--- config.mk ---
export PLATFORM = sky130hd
export DESIGN_NAME = datapath_exec_core
export DESIGN_NICKNAME = d
export VERILOG_FILES = /design/src/rtl/datapath_pkg.sv /design/src/rtl/exec_alu.sv /design/src/rtl/datapath_exec_core.sv
export SDC_FILE = /design/constraint.sdc
export NUM_CORES = 1
export LEC_CHECK = 0
export BUFFER_PORTS_ARGS = -buffer_cell sky130_fd_sc_hd__buf_4
export CORE_AREA = 2 2 319 195
export DETAILED_ROUTE_END_ITERATION = 8
export DIE_AREA = 0 0 321 197
export HOLD_SLACK_MARGIN = 0.15
export SETUP_SLACK_MARGIN = 0.1
export SYNTH_ARGS = -nofsm -noshare
export SYNTH_HDL_FRONTEND = slang
export SYNTH_SLANG_ARGS = --single-unit
--- constraint.sdc ---
create_clock -name clk -period 15.65 [get_ports clk]
set_input_delay 0.7825 -clock clk [delete_from_list [all_inputs] [get_ports clk]]
set_output_delay 0.7825 -clock clk [all_outputs]
set_load 0.005 [all_outputs]
--- src/rtl/datapath_pkg.sv ---
// Shared widths and ALU operation codes for the 16-bit RISC datapath.
package datapath_pkg;

    localparam int unsigned DATA_W = 16;
    localparam int unsigned REG_AW = 3;
    localparam int unsigned MEM_AW = 3;

    localparam logic [3:0] ALU_ADD = 4'b0000;
    localparam logic [3:0] ALU_SUB = 4'b0001;
    localparam logic [3:0] ALU_INV = 4'b0010;
    localparam logic [3:0] ALU_SHL = 4'b0011;
    localparam logic [3:0] ALU_SHR = 4'b0100;
    localparam logic [3:0] ALU_AND = 4'b0101;
    localparam logic [3:0] ALU_OR  = 4'b0110;
    localparam logic [3:0] ALU_SLT = 4'b0111;

endpackage

--- src/rtl/exec_alu.sv ---
// Combinational ALU with zero flag; unknown op codes fall back to add.
module exec_alu
    import datapath_pkg::*;
#(
    parameter int unsigned DATA_W = datapath_pkg::DATA_W
) (
    input  logic [DATA_W-1:0] a_i,
    input  logic [DATA_W-1:0] b_i,
    input  logic [3:0]        op_i,
    output logic [DATA_W-1:0] result_o,
    output logic              zero_o
);

    always_comb begin
        result_o = a_i + b_i;
        case (op_i)
            ALU_ADD: result_o = a_i + b_i;
            ALU_SUB: result_o = a_i - b_i;
            ALU_INV: result_o = ~a_i;
            // Full-width shift amount: anything >= DATA_W shifts everything out.
            ALU_SHL: result_o = a_i << b_i;
            ALU_SHR: result_o = a_i >> b_i;
            ALU_AND: result_o = a_i & b_i;
            ALU_OR:  result_o = a_i | b_i;
            ALU_SLT: result_o = {{(DATA_W-1){1'b0}}, (a_i < b_i)};
            default: result_o = a_i + b_i;
        endcase
    end

    assign zero_o = (result_o == '0);

endmodule

--- src/rtl/datapath_exec_core.sv ---
// Execute/memory/write-back cluster: register file, ALU, data memory, write-back mux.
// Define GPR_R0_ZERO_EN to hard-wire register 0 to zero.
module datapath_exec_core
    import datapath_pkg::*;
#(
    parameter int unsigned DATA_W = datapath_pkg::DATA_W,
    parameter int unsigned REG_AW = datapath_pkg::REG_AW,
    parameter int unsigned MEM_AW = datapath_pkg::MEM_AW
) (
    input  logic              clk,
    input  logic              reset,
    input  logic [REG_AW-1:0] reg_read_addr_1,
    input  logic [REG_AW-1:0] reg_read_addr_2,
    input  logic [REG_AW-1:0] reg_write_dest,
    input  logic              reg_write_en,
    input  logic [3:0]        alu_control,
    input  logic              alu_src,
    input  logic [5:0]        imm,
    input  logic              mem_write,
    input  logic              mem_read,
    input  logic              mem_to_reg,
    output logic [DATA_W-1:0] reg_read_data_1,
    output logic [DATA_W-1:0] reg_read_data_2,
    output logic [DATA_W-1:0] alu_result,
    output logic              zero,
    output logic [DATA_W-1:0] mem_read_data
);

    localparam int unsigned NUM_REGS  = 2 ** REG_AW;
    localparam int unsigned NUM_WORDS = 2 ** MEM_AW;

    logic [DATA_W-1:0] rf_q  [NUM_REGS];
    logic [DATA_W-1:0] rf_d  [NUM_REGS];
    logic [DATA_W-1:0] mem_q [NUM_WORDS];
    logic [DATA_W-1:0] mem_d [NUM_WORDS];

    logic [DATA_W-1:0] imm_ext;
    logic [DATA_W-1:0] alu_b;
    logic [MEM_AW-1:0] mem_addr;
    logic [DATA_W-1:0] wb_data;

`ifdef GPR_R0_ZERO_EN
    assign reg_read_data_1 = (reg_read_addr_1 == '0) ? '0 : rf_q[reg_read_addr_1];
    assign reg_read_data_2 = (reg_read_addr_2 == '0) ? '0 : rf_q[reg_read_addr_2];
`else
    assign reg_read_data_1 = rf_q[reg_read_addr_1];
    assign reg_read_data_2 = rf_q[reg_read_addr_2];
`endif

    assign imm_ext = {{(DATA_W-6){imm[5]}}, imm};
    assign alu_b   = alu_src ? imm_ext : reg_read_data_2;

    exec_alu #(
        .DATA_W(DATA_W)
    ) u_alu (
        .a_i     (reg_read_data_1),
        .b_i     (alu_b),
        .op_i    (alu_control),
        .result_o(alu_result),
        .zero_o  (zero)
    );

    // Upper address bits are dropped, so addresses alias modulo NUM_WORDS.
    assign mem_addr      = alu_result[MEM_AW-1:0];
    assign mem_read_data = mem_read ? mem_q[mem_addr] : '0;
    assign wb_data       = mem_to_reg ? mem_read_data : alu_result;

    always_comb begin
        rf_d = rf_q;
        if (reg_write_en) begin
            rf_d[reg_write_dest] = wb_data;
        end
`ifdef GPR_R0_ZERO_EN
        rf_d[0] = '0;
`endif
    end

    always_comb begin
        mem_d = mem_q;
        if (mem_write) begin
            mem_d[mem_addr] = reg_read_data_2;
        end
    end

    always_ff @(posedge clk) begin
        if (reset) begin
            for (int i = 0; i < NUM_REGS; i++) begin
                rf_q[i] <= '0;
            end
            for (int i = 0; i < NUM_WORDS; i++) begin
                mem_q[i] <= '0;
            end
        end else begin
            rf_q  <= rf_d;
            mem_q <= mem_d;
        end
    end

endmodule

==> metrics.txt, run 1 <==
cell type of the slowest stage on the worst timing path=a31oi_4; DP HPWL=55900 um; Period minus WS final=8.46 ns; setup repair after global routing missed its margin=no; f_max=118 MHz; ratio of cells with drive above 1 in the final layout=0.177; power density normalized to cell area=95.1 nW/um2; core region area=60300 um2; average size of a mapped cell=8.58 um2; Horiz. Die Dim=321 um; number of instances resized during post-cts repair=0; worst r2r dst=rf_q[0]; Worst path max stage delay=0.71 ns; maximum number of pins on one net before global-route repair=150; share of the core filled with cells in the final layout=0.332; kind of cell adding the most delay to the critical path=compound AO/OA/AOI/OAI gates; most used flip-flop cell after synthesis=dfxtp_1; Final Hold Vio Count=0; Root Driver=clkbuf_16; actual slew at the worst max-slew pin=1.37 ns; Synth top area share=0.286; clock sinks=256; count of cells along the worst register-to-register path=20; WP depth=21; Initial DRC Count=2333; number of global-route vias before repair=16200; CP startpoint kind=primary input; total nets after synthesis=2170; vias post-DR=17800; overall power of the completed layout=1.90 mW; crit-path cells=buf_4, mux2i_1, a22oi_1, a31oi_4, inv_2, ha_1, fa_1, o21bai_1, a21oi_1, o21ai_0, nand4_1, a21oi_1, o31ai_1, o31ai_4, buf_4, inv_2, nor3_1, buf_4, a32oi_1, and3_1, buf_4; Final period util=0.540; biggest area consumer among synthesized cells=dfxtp_1; critical path type=in -> out; cells after synthesis=2090; largest cells by area after synthesis=dfxtp_1 (29%), mux2i_1 (8.5%), nor2_1 (7.1%); top post-synthesis cells by count=nor2_1 (337), dfxtp_1 (256), mux2i_1 (153); Arr. time, crit path=7.67 ns; CTS tree=yes; first-pass GRT wire length=111000 um; number of buffers inserted to repair setup after CTS=0; share of flip-flops with an asynchronous set or reset after synthesis=0; result of the run=finished clean; Worst Min Path Start=mem_q[100]; relative slew slack=0.0852; proportion of synthesized chip area in sequential cells=0.286; start point of the critical path=reg_read_addr_2[1]; post-detailed-route DRC marker count=0; Initial Utilization=0.298; flip-flop and latch count after synthesis=256; Setup crit end kind=output pin; placer congestion estimate=1.02; area growth from synthesis to layout=11.6%; final setup skew=0.0326 ns; maximum level of the CTS H-tree=1; Netlist cell types=106; Critical Path End=mem_read_data[8]; Synth Warn #=0; remaining global-route overflow=0; initial antenna violation count=3; crit path buf inv count=6; number of CTS-inserted buffers=25; Setup-failing EPs final=0; count of final max-slew check failures=0; count leader, synth=nor2_1; 1st-pass router iterations=6; post-route ant nets=0; max cap viols=0; placed cell count=2847; count of buffers inserted at the top-level ports=90; standard-cell rows=70; cell mode on critical path=buf_4; antenna diode instance count=0; IO Count=91; Peak VDD IR=0.0815 mV; path category of the worst min-delay check=reg -> reg; leakage power total=7.05 nW; post-detailed-route via-to-cell ratio=6.16; per-cell routed wire length=26.6 um; die area=63200 um2; Detailed Route WL=76800 um; Chip Height=197 um; hold buffer count at CTS=0; clock-pin slew reported for the worst setup and hold paths after clock tree synthesis=0.06 ns; Crit path required time=14.87 ns; combined global-route utilization of all metal layers=0.234; Reg2Reg Setup Slack=8.36 ns; Max Buffers Root-to-Sink=3; Post-Layout Cell Count=2892; critical-path maximum fanout=44; EDFF count, synth=0; critical register-to-register path startpoint=rf_q[80]; Post-layout nets=2162; clk_lat worst skew=0.57 ns; area of the mapped netlist=17900 um2; setup TNS=0 ns
## worst register-to-register path, cell delays in order (launching register included)
cell and delay (ns):
dfxtp_1 0.35, mux2i_1 0.26, a22oi_1 0.20, a31oi_4 0.71, inv_2 0.51, ha_1 0.39
fa_1 0.46, o21bai_1 0.15, a21oi_1 0.13, o21ai_0 0.51, nand4_1 0.23, a21oi_1 0.26
o31ai_1 0.16, o31ai_4 0.23, buf_4 0.61, inv_2 0.37, nor3_1 0.22, buf_4 0.24
a32oi_1 0.15, a31oi_2 0.80, a211oi_1 0.18
## area by class of cell
cell class	count	area [um2]
timing repair buffer	136	1030
sequential	256	5120
multi-input combinational	1603	11800
inverter	60	225
fill	6236	40200
tap	792	991
clock buffer	29	661
clock inverter	16	218
## stage by stage
step	setup slack [ns]	area [um2]	hold slack [ns]
floorplan	9.63	17900	0.436
global placement	7.59	19100	0.441
detailed placement	7.53	19100	0.446
CTS	7.50	20000	0.456
global route	6.88	20000	0.472
finish	7.19	20000	0.456
## logic make-up (layout without fill, tap and decap cells)
family / Yosys count / count (layout) / share of synthesized area
multiplexers: 215 / 215 / 0.153
AND/OR/NAND/NOR: 719 / 719 / 0.182
adder cells (fa/ha/maj): 54 / 54 / 0.0385
buffers and inverters: 231 / 241 / 0.0601
XOR/XNOR: 13 / 13 / 0.00635
AO/OA/AOI/OAI: 602 / 602 / 0.275
flip-flops: 256 / 256 / 0.286
## worst min path at each step
stage | cells after the start | slack [ns] | to
2_1_floorplan | 2 | 0.44 | mem_q[100]
3_3_place_gp | 2 | 0.44 | mem_q[80]
3_5_place_dp | 2 | 0.45 | mem_q[78]
4_1_cts | 2 | 0.46 | mem_q[80]
5_1_grt | 2 | 0.47 | mem_q[80]
6_report | 2 | 0.46 | mem_q[100]
## layout by cell type (no fill, tap or decap), drive strengths merged, types with 28 or more instances in the layout
cell    synthesis  final
nor2          340    340
dfxtp         256    256
mux2i         156    156
buf            72    135
nand2         134    134
a211oi        114    114
a21oi         101    101
nor3           84     84
o21ai          75     75
inv            58     60
nand3          55     55
ha             52     52
mux4           44     44
a311oi         42     42
a22o           30     30
clkbuf         99     30
o22ai          28     28
## metal layers
metal  GRT usage  share of wire
met3      0.0842           0.14
met5           0        0.00017
met4      0.0434          0.020
met1       0.356           0.46
met2       0.310           0.38
## report_power, final
part | internal, mW | switching [mW] | total [mW]
logic | 0.171 | 0.375 | 0.546
clock network | 0.374 | 0.291 | 0.665
registers | 0.674 | 0.0177 | 0.692
## state kept, by name, summed over array words and instances, names as in the netlist
signal and count:
mem_q 128, rf_q 128
Note: power is estimated with default switching activity, not from simulation.
==> run 2: changes to the inputs <==
Clock period 15.65 ns to 8.73 ns, I/O delays scaled along.
==> run 2 against run 1 <==
Clock power is 79% higher; critical path depth stayed put; clock-buffer cell count is 7 higher; combinational power is 80% higher; sequential share of layout area is 0.069 points lower; register-to-register slack worse by 6.0 ns; final cell count is 0.28% higher; die area stayed put; non-clock buffer count is 7 higher; setup slack worse by 5.5 ns; clock skew is 0.0071 ns lower.
==> metrics.txt, run 2 (same netlist as run 1, synthesis figures left out) <==
Reg2Reg Setup Slack=2.38 ns; commonest non-fill, non-tap cell in the layout=nor2_1; 1st-pass router iterations=6; Initial DRC Count=2525; Post-layout nets=2169; result of the run=finished clean; DP HPWL=56100 um; crit path buf inv count=6; WP depth=21; cell type of the slowest stage on the worst timing path=o21ai_0; CTS tree=yes; critical path type=in -> out; NetSw=1.21 mW; Worst Min Path Start=reg_write_dest[2]; power density normalized to cell area=170 nW/um2; core region area=60300 um2; start point of the critical path=reg_read_addr_2[0]; relative slew slack=0.0716; standard-cell rows=70; filler cell count=6245; final setup skew=0.0256 ns; setup repair after global routing missed its margin=no; post-detailed-route via-to-cell ratio=6.10; post-detailed-route DRC marker count=0; Setup-failing EPs final=0; CP startpoint kind=primary input; crit-path cells=buf_4, nor2b_1, a22oi_1, a31oi_4, buf_4, inv_2, ha_1, fa_1, o21bai_1, a21oi_1, o21ai_0, nand4_1, a21oi_1, o31ai_1, o31ai_4, buf_4, buf_4, mux2i_1, a221oi_2, and2_1, buf_4; actual slew at the worst max-slew pin=1.39 ns; setup TNS=0 ns; Horiz. Die Dim=321 um; ratio of cells with drive above 1 in the final layout=0.178; sequential share of power=0.364; critical-path maximum fanout=26; registers with the most flip-flops=mem_q (128), rf_q (128); number of global-route vias before repair=16300; count of final max-slew check failures=0; Max Buffers Root-to-Sink=3; Setup crit end kind=output pin; clock-pin slew reported for the worst setup and hold paths after clock tree synthesis=0.07 ns; remaining global-route overflow=0; maximum number of pins on one net before global-route repair=109; number of CTS-inserted buffers=25; clock sinks=256; leading cell types in the layout, fill and taps excluded=nor2_1 (331), dfxtp_1 (256), mux2i_1 (153); clk_lat worst skew=0.57 ns; Crit path required time=8.29 ns; worst r2r dst=rf_q[16]; count of buffers inserted at the top-level ports=90; path category of the worst min-delay check=in -> reg; Period minus WS final=7.06 ns; Chip Height=197 um; clock group share of total power=0.348; max cap viols=0; worst setup margin=1.67 ns; switching share of power=0.355; Worst path max stage delay=0.58 ns; die area=63200 um2; share of total power in combinational logic=0.288; Detailed Route WL=76900 um; vias post-DR=17700; number of buffers inserted to repair setup after CTS=0; worst-case setup slack after placement=1.83 ns; Arr. time, crit path=6.63 ns; post-route ant nets=0; Critical Path End=mem_read_data[3]; IO Count=91; initial antenna violation count=2; critical register-to-register path startpoint=rf_q[96]; per-cell routed wire length=26.5 um; number of instances resized during post-cts repair=0; first-pass GRT wire length=113000 um; placer congestion estimate=1.03; Final Hold Vio Count=0; maximum level of the CTS H-tree=1; Initial Utilization=0.298; cell mode on critical path=buf_4; hold buffer count at CTS=0; count of cells along the worst register-to-register path=20; Root Driver=clkbuf_16; leakage power total=7.09 nW; combined global-route utilization of all metal layers=0.236; Peak VDD IR=0.116 mV; internal portion of total power=2.20 mW; area growth from synthesis to layout=11.9%; Final period util=0.809; f_max=142 MHz; kind of cell adding the most delay to the critical path=compound AO/OA/AOI/OAI gates
-- run 2: cell types whose count changed in the layout (fill, tap and decap cells not counted), sizes merged --
cell,change
clkinvlp,-2
diode,+1
bufinv,-1
clkbuf,+7
buf,+7
clkinv,-4
-- run 2: metrics by stage --
| step | power, mW | util | cells | hold slack [ns] | cell area [um2] |
|---|---|---|---|---|---|
| 2_1_floorplan | 1.87 | - | 2090 | 0.436 | 17900 |
| 3_3_place_gp | 2.20 | 0.318 | 2854 | 0.442 | 19200 |
| 3_5_place_dp | 2.21 | 0.318 | 2854 | 0.448 | 19200 |
| 4_1_cts | 3.39 | 0.333 | 2899 | 0.354 | 20100 |
| 5_1_grt | 3.53 | 0.333 | 2899 | 0.402 | 20100 |
| 6_report | 3.41 | 0.333 | 2900 | 0.379 | 20100 |
-- run 2: worst register-to-register path, cell delays in order, from the launching register on --
cell and delay (ns):
dfxtp_1 0.36, mux2i_1 0.20, a22oi_1 0.19, a31oi_4 0.23, buf_4 0.31, inv_2 0.16
ha_1 0.26, fa_1 0.47, o21bai_1 0.15, a21oi_1 0.14, o21ai_0 0.58, nand4_1 0.26
a21oi_1 0.26, o31ai_1 0.15, o31ai_4 0.20, buf_4 0.36, buf_4 0.46, mux2i_1 0.43
a221oi_2 0.13, a31oi_2 0.69, a211oi_1 0.19
-- run 2: worst min-delay path by stage --
stage / to / slack, ns / cells past startpoint
4_1_cts: rf_q[31] / 0.35 / 4
6_report: rf_q[15] / 0.38 / 4
3_3_place_gp: mem_q[126] / 0.44 / 2
3_5_place_dp: mem_q[126] / 0.45 / 2
2_1_floorplan: mem_q[100] / 0.44 / 2
5_1_grt: rf_q[63] / 0.40 / 4
-- run 2: cell type report --
class	count	area, um2	area share
Clock inverter	9	148	0.00735
Clock buffer	36	737	0.0367
Multi-Input combinational cell	1603	11800	0.586
Tap cell	792	991	0.0494
Antenna cell	1	2.50	0.000125
Timing Repair Buffer	143	1080	0.0538
Inverter	60	225	0.0112
Sequential cell	256	5120	0.255
-- run 2: power by group through the flow --
stage	clock network, mW	logic [mW]	registers, mW
detailed placement	0	0.948	1.27
global route	1.25	1.03	1.24
global placement	0	0.939	1.26
finish	1.19	0.982	1.24
floorplan	0	0.619	1.25
CTS	1.20	0.951	1.24
-- run 2: metal layers --
metal | routed length (um) | GRT usage | vias to the layer above
met5 | 163 | 0.0153 | -
li1 | - | - | 7815
met4 | 1420 | 0.0415 | 6
met3 | 10200 | 0.0744 | 98
met2 | 29400 | 0.312 | 1068
met1 | 35700 | 0.366 | 8696
